$ cat config.mk
export PLATFORM = sky130hd
export DESIGN_NAME = matrix_serializer
export DESIGN_NICKNAME = d
export VERILOG_FILES = /design/src/rtl/matrix_pkg.sv /design/src/rtl/matrix_index_counter.sv /design/src/rtl/matrix_serializer.sv
export SDC_FILE = /design/constraint.sdc
export NUM_CORES = 1
export LEC_CHECK = 0
export CAP_MARGIN = 20
export CORE_MARGIN = 10
export CORE_UTILIZATION = 29
export DETAILED_ROUTE_END_ITERATION = 12
export DONT_BUFFER_PORTS = 1
export GPL_TIMING_DRIVEN = 0
export HOLD_SLACK_MARGIN = 0.15
export PLACE_DENSITY = 0.53
export SYNTH_ARGS = -nofsm -noshare
export SYNTH_HDL_FRONTEND = slang
export SYNTH_HIERARCHICAL = 1
export SYNTH_SLANG_ARGS = --single-unit
$ cat constraint.sdc
create_clock -name clk -period 10.9 [get_ports clk]
set_clock_uncertainty 0.2 [all_clocks]
set_input_delay 2.18 -clock clk [delete_from_list [all_inputs] [get_ports clk]]
set_output_delay 2.18 -clock clk [all_outputs]
set_load 0.03 [all_outputs]
$ cat src/rtl/matrix_pkg.sv
`default_nettype none
// +--------------------------------------------------------------------------+
// | matrix_pkg                                                               |
// | Shared constants and index-width helper for the matrix serializer.       |
// | Rev 1.0                                                                  |
// +--------------------------------------------------------------------------+
package matrix_pkg;

    localparam int MATRIX_SLOTS = 2;

    function automatic int idx_w(input int n);
        return (n > 1) ? $clog2(n) : 1;
    endfunction

endpackage
`default_nettype wire

$ cat src/rtl/matrix_index_counter.sv
`default_nettype none
// +--------------------------------------------------------------------------+
// | matrix_index_counter                                                     |
// | Row-major row/column walker; wraps to [0][0] after [N-1][M-1].           |
// | Rev 1.0                                                                  |
// +--------------------------------------------------------------------------+
module matrix_index_counter
    import matrix_pkg::*;
#(
    parameter int N = 3,
    parameter int M = 2
) (
    input  logic                clk,
    input  logic                rst,
    input  logic                advance,
    output logic [idx_w(N)-1:0] row,
    output logic [idx_w(M)-1:0] col,
    output logic                last
);

    localparam int RW = idx_w(N);
    localparam int CW = idx_w(M);
    localparam logic [RW-1:0] c_ROW_MAX = RW'(N - 1);
    localparam logic [CW-1:0] c_COL_MAX = CW'(M - 1);

    logic [RW-1:0] r_row_q, w_row_d;
    logic [CW-1:0] r_col_q, w_col_d;

    always_comb begin
        w_row_d = r_row_q;
        w_col_d = r_col_q;
        if (advance) begin
            if (r_col_q == c_COL_MAX) begin
                w_col_d = '0;
                w_row_d = (r_row_q == c_ROW_MAX) ? '0 : r_row_q + RW'(1);
            end else begin
                w_col_d = r_col_q + CW'(1);
            end
        end
    end

    always_ff @(posedge clk or posedge rst) begin
        if (rst) begin
            r_row_q <= '0;
            r_col_q <= '0;
        end else begin
            r_row_q <= w_row_d;
            r_col_q <= w_col_d;
        end
    end

    assign row  = r_row_q;
    assign col  = r_col_q;
    assign last = (r_row_q == c_ROW_MAX) && (r_col_q == c_COL_MAX);

endmodule
`default_nettype wire

$ cat src/rtl/matrix_serializer.sv
`default_nettype none
// +--------------------------------------------------------------------------+
// | matrix_serializer                                                        |
// | Ping-pong capture of an N x M matrix, streamed row-major over            |
// | valid/ready. Optional index ports: MATRIX_SERIALIZER_INDEX_EN.           |
// | Rev 1.0                                                                  |
// +--------------------------------------------------------------------------+
module matrix_serializer
    import matrix_pkg::*;
#(
    parameter int BITS = 16,
    parameter int N    = 3,
    parameter int M    = 2
) (
    input  logic                clk,
    input  logic                rst,
    input  logic                in_valid,
    input  logic [BITS-1:0]     in_data [N][M],
    output logic                in_ready,
    output logic                out_valid,
    input  logic                out_ready,
    output logic [BITS-1:0]     out_data,
    output logic                out_last,
    output logic                overflow
`ifdef MATRIX_SERIALIZER_INDEX_EN
    ,
    output logic [idx_w(N)-1:0] out_row,
    output logic [idx_w(M)-1:0] out_col
`endif
);

    localparam int RW = idx_w(N);
    localparam int CW = idx_w(M);
    localparam logic [1:0] c_FULL = 2'(MATRIX_SLOTS);

    logic [BITS-1:0] r_buf_q [MATRIX_SLOTS][N][M];
    logic [BITS-1:0] w_buf_d [MATRIX_SLOTS][N][M];
    logic            r_wr_sel_q, w_wr_sel_d;
    logic            r_rd_sel_q, w_rd_sel_d;
    logic [1:0]      r_count_q, w_count_d;
    logic            r_overflow_q, w_overflow_d;

    logic [RW-1:0]   w_row;
    logic [CW-1:0]   w_col;
    logic            w_idx_last;
    logic            w_handshake;
    logic            w_pop;
    logic            w_capture;

    assign out_valid   = (r_count_q != 2'd0);
    assign w_handshake = out_valid && out_ready;
    assign w_pop       = w_handshake && w_idx_last;
    // A slot being vacated this cycle may be refilled in the same cycle.
    assign w_capture   = in_valid && ((r_count_q < c_FULL) || w_pop);
    assign in_ready    = (r_count_q < c_FULL) || w_pop;

    matrix_index_counter #(
        .N (N),
        .M (M)
    ) u_index (
        .clk     (clk),
        .rst     (rst),
        .advance (w_handshake),
        .row     (w_row),
        .col     (w_col),
        .last    (w_idx_last)
    );

    always_comb begin
        w_buf_d      = r_buf_q;
        w_wr_sel_d   = r_wr_sel_q;
        w_rd_sel_d   = r_rd_sel_q;
        w_count_d    = r_count_q;
        w_overflow_d = r_overflow_q;
        if (w_capture) begin
            w_buf_d[r_wr_sel_q] = in_data;
            w_wr_sel_d          = ~r_wr_sel_q;
        end
        if (in_valid && !w_capture) begin
            w_overflow_d = 1'b1;
        end
        if (w_pop) begin
            w_rd_sel_d = ~r_rd_sel_q;
        end
        if (w_capture && !w_pop) begin
            w_count_d = r_count_q + 2'd1;
        end else if (w_pop && !w_capture) begin
            w_count_d = r_count_q - 2'd1;
        end
    end

    always_ff @(posedge clk or posedge rst) begin
        if (rst) begin
            r_wr_sel_q   <= 1'b0;
            r_rd_sel_q   <= 1'b0;
            r_count_q    <= 2'd0;
            r_overflow_q <= 1'b0;
        end else begin
            r_wr_sel_q   <= w_wr_sel_d;
            r_rd_sel_q   <= w_rd_sel_d;
            r_count_q    <= w_count_d;
            r_overflow_q <= w_overflow_d;
        end
    end

    // Slot storage carries no reset; only the pointers and count are cleared.
    always_ff @(posedge clk) begin
        r_buf_q <= w_buf_d;
    end

    assign out_data = out_valid ? r_buf_q[r_rd_sel_q][w_row][w_col] : '0;
    assign out_last = out_valid && w_idx_last;
    assign overflow = r_overflow_q;

`ifdef MATRIX_SERIALIZER_INDEX_EN
    assign out_row = out_valid ? w_row : '0;
    assign out_col = out_valid ? w_col : '0;
`endif

endmodule
`default_nettype wire

==> load_flow_metrics.sql <==
INSERT INTO impl_metrics (metric_group, metric, value, unit) VALUES
('status', 'status', 'finished, final reports clean', ''),
('worst_setup_path', 'cp_data_arrival_time', '2.78', 'ns'),
('die', 'num_io_pins', '120', ''),
('cts', 'cts_num_sinks', '200', ''),
('worst_setup_path', 'crit_path_max_incr_delay', '0.95', 'ns'),
('sta', 'hold_slack', '0.3435', 'ns'),
('cts', 'hold_buffers', '0', ''),
('sta', 'finalCriticalPeriod', '5.165', 'ns'),
('sta', 'min_period_over_period', '0.4738', ''),
('cts', 'clk_path_buf_depth', '2', ''),
('run', 'max-cap-violations', '0', ''),
('cells_and_area', 'layout.cells.most_common', 'sky130_fd_sc_hd__edfxtp_1', ''),
('cells_and_area', 'antenna-diode-count', '0', ''),
('cts', 'ctsResizeCount', '0', ''),
('sta', 'tightestPinTransition', '1.168', 'ns'),
('cells_and_area', 'area_growth', '15.67', '%'),
('die', 'initial_utilization', '0.2923', ''),
('cts', 'cts_made_buffers', '17', ''),
('cells_and_area', 'post_route_cells_drive_above_1_share', '0.2568', ''),
('route', 'drc', '0', ''),
('worst_hold_path', 'hold_class', 'reg2reg', ''),
('power', 'total_leakage_power', '2.930', 'nW'),
('yosys', 'synth_flop_cell', 'sky130_fd_sc_hd__edfxtp_1', ''),
('route', 'drt-total-wl', '17870', 'um'),
('cts', 'insertion_delay', '0.43', 'ns'),
('grt', 'grt_antenna_before_repair', '1', ''),
('yosys', 'netlist_instances', '395', ''),
('power', 'vdd_ir_drop_max', '0.0001231', 'V'),
('cells_and_area', 'mostFrequentLayoutCells', 'sky130_fd_sc_hd__edfxtp_1 (192), sky130_fd_sc_hd__mux4_2 (27), sky130_fd_sc_hd__inv_1 (20)', ''),
('worst_setup_path', 'cp-end-kind', 'output port', ''),
('route', 'detailroute.wirelength.met2', '8747', 'um'),
('die', 'design.die.area', '0.03399', 'mm^2'),
('worst_setup_path', 'cp.required', '8.52', 'ns'),
('power', 'netSwitchingFraction', '0.3631', ''),
('worst_setup_path', 'timing.critical_path.fanout_max', '10', ''),
('yosys', 'synth.ff_latch_count', '200', ''),
('grt', 'globalRouteOverflowTotal', '0', ''),
('placement', 'dp_hpwl', '13200', 'um'),
('sta', 'max_clock_freq', '193.6', 'MHz'),
('sta', 'finalMaxSlewViolations', '0', ''),
('yosys', 'synth.cell_area', '0.007835', 'mm^2'),
('worst_setup_path', 'worstSetupPathType', 'reg2out', ''),
('yosys', 'synth_edf_count', '192', ''),
('route', 'post_drt_wl_per_cell', '22.87', 'um'),
('grt', 'globalRouteTotalUtil', '0.1070', ''),
('route', 'maxUsedRoutingLayer', 'met5', ''),
('yosys', 'average_cell_area_after_synthesis', '19.84', 'um^2'),
('cells_and_area', 'final_core_utilization', '0.3381', ''),
('cts', 'cts_htree_levels', '4', ''),
('sta', 'relSlewSlack', '0.2186', ''),
('cells_and_area', 'nFillCells', '2478', ''),
('yosys', 'synth_sequential_area_ratio', '0.7614', ''),
('power', 'cellPowerDensity', '293.1', 'mW/mm^2'),
('worst_setup_path', 'number_of_buffers_and_inverters_on_the_critical_path', '2', ''),
('die', 'fp.dieH', '184.4', 'um'),
('die', 'std_cell_rows', '60', ''),
('worst_setup_path', 'startpoint_type', 'flip-flop', ''),
('sta', 'setup_viol_count_final', '0', ''),
('grt', 'global_route_wire_length_before_repair', '25880', 'um'),
('route', 'm1WireLength', '7151', 'um'),
('route', 'ant_nets', '0', ''),
('route', 'detailroute.wirelength.met3', '1533', 'um'),
('die', 'die_width', '184.4', 'um'),
('cts', 'postCtsSetupRepairBufs', '0', ''),
('cts', 'tritoncts', 'yes', ''),
('route', 'drt_first_iter_violations', '230', ''),
('cells_and_area', 'postLayoutCellArea', '0.009062', 'mm^2'),
('yosys', 'number_of_unique_standard_cell_types_used_by_synthesis', '31', ''),
('power', 'clock_power_share', '0.250', ''),
('route', 'via_count', '3611', ''),
('yosys', 'synth_fp_nets', '496', '');
## routing by layer
| metal | vias up | GRT usage |
|---|---|---|
| met4 | 2 | 0.04753 |
| met2 | 90 | 0.1723 |
| met3 | 25 | 0.04863 |
| met1 | 1851 | 0.1195 |
| met5 | - | 0 |
| li1 | 1643 | - |
## cells in the mapped netlist, types with 3 or more instances
cell type                    n  area (um^2)
sky130_fd_sc_hd__xor2_1      3        26.28
sky130_fd_sc_hd__nor2_1     20        75.07
sky130_fd_sc_hd__edfxtp_1  192         5766
sky130_fd_sc_hd__o32ai_1    15        131.4
sky130_fd_sc_hd__clkbuf_1    3        11.26
sky130_fd_sc_hd__buf_12      3        60.06
sky130_fd_sc_hd__nand2_1     4        15.01
sky130_fd_sc_hd__buf_6       4        45.04
sky130_fd_sc_hd__dfrtp_1     8        200.2
sky130_fd_sc_hd__buf_2       6        30.03
sky130_fd_sc_hd__inv_1      20        75.07
sky130_fd_sc_hd__xnor2_1     3        26.28
sky130_fd_sc_hd__o21ai_0    16        80.08
sky130_fd_sc_hd__a211oi_1   16        120.1
sky130_fd_sc_hd__buf_4       3        22.52
sky130_fd_sc_hd__mux4_2     27        608.1
sky130_fd_sc_hd__mux2_2     18        202.7
sky130_fd_sc_hd__mux4_1      5        131.4
sky130_fd_sc_hd__nor2b_1    17        106.4
## state kept, by name (all words and copies together) (netlist names)
signal / count
r_count_q: 2
r_wr_sel_q: 1
r_buf_q: 192
u_index/col: 1
r_rd_sel_q: 1
overflow: 1
u_index/row: 2
## kinds of logic (layout without fill, tap and decap cells)
kind of cell | after synthesis | count (layout) | synth area share
DFF | 200 | 200 | 0.7614
and+or+nand+nor | 47 | 47 | 0.03002
buffers and inverters | 39 | 84 | 0.03114
adders and majority gates | 1 | 1 | 0.001597
xor gates and xnor gates | 6 | 6 | 0.006708
AOI/OAI and AO/OA | 52 | 52 | 0.04887
muxes | 50 | 50 | 0.1202
## cell type report
cell class,count,area (um^2),area share
Sequential cell,200,5966,0.6583
Multi-Input combinational cell,156,1638,0.1807
Tap cell,341,426.7,0.04708
Clock buffer,17,425.4,0.04694
Clock inverter,15,217.7,0.02402
Buffer,19,168.9,0.01864
Timing Repair Buffer,13,145.1,0.01602
Inverter,20,75.07,0.008284
## per-stage QoR
step	setup slack, ns	instances
after floorplan	3.586	395
after global placement	1.421	736
after global routing	5.515	781
after detailed placement	6.052	749
final	5.736	781
after CTS	5.650	781
## power by group through the flow
stage / registers (mW) / clock network [mW] / logic [mW]
finish: 1.06 / 0.663 / 0.934
floorplan: 1.08 / 0 / 0.661
global placement: 1.10 / 0 / 0.886
CTS: 1.06 / 0.679 / 0.959
global route: 1.07 / 0.711 / 1.00
detailed placement: 1.08 / 0 / 0.958
## path summary, 6_finish.rpt
kind	startpoint	to	slack (ns)	cells past startpoint
worst max-delay path	u_index/row[0]	out_data[13]	5.74	5
worst min-delay path	u_index/col	u_index/col	0.34	1
worst max register to register	u_index/row[1]	r_buf_q[156]	8.36	7
worst min register to register	u_index/col	u_index/col	0.34	1
max in group asynchronous	rst	r_rd_sel_q	9.00	1
min in group asynchronous	rst	u_index/col	1.29	1
No activity file was read; power rests on OpenSTA's default activity.
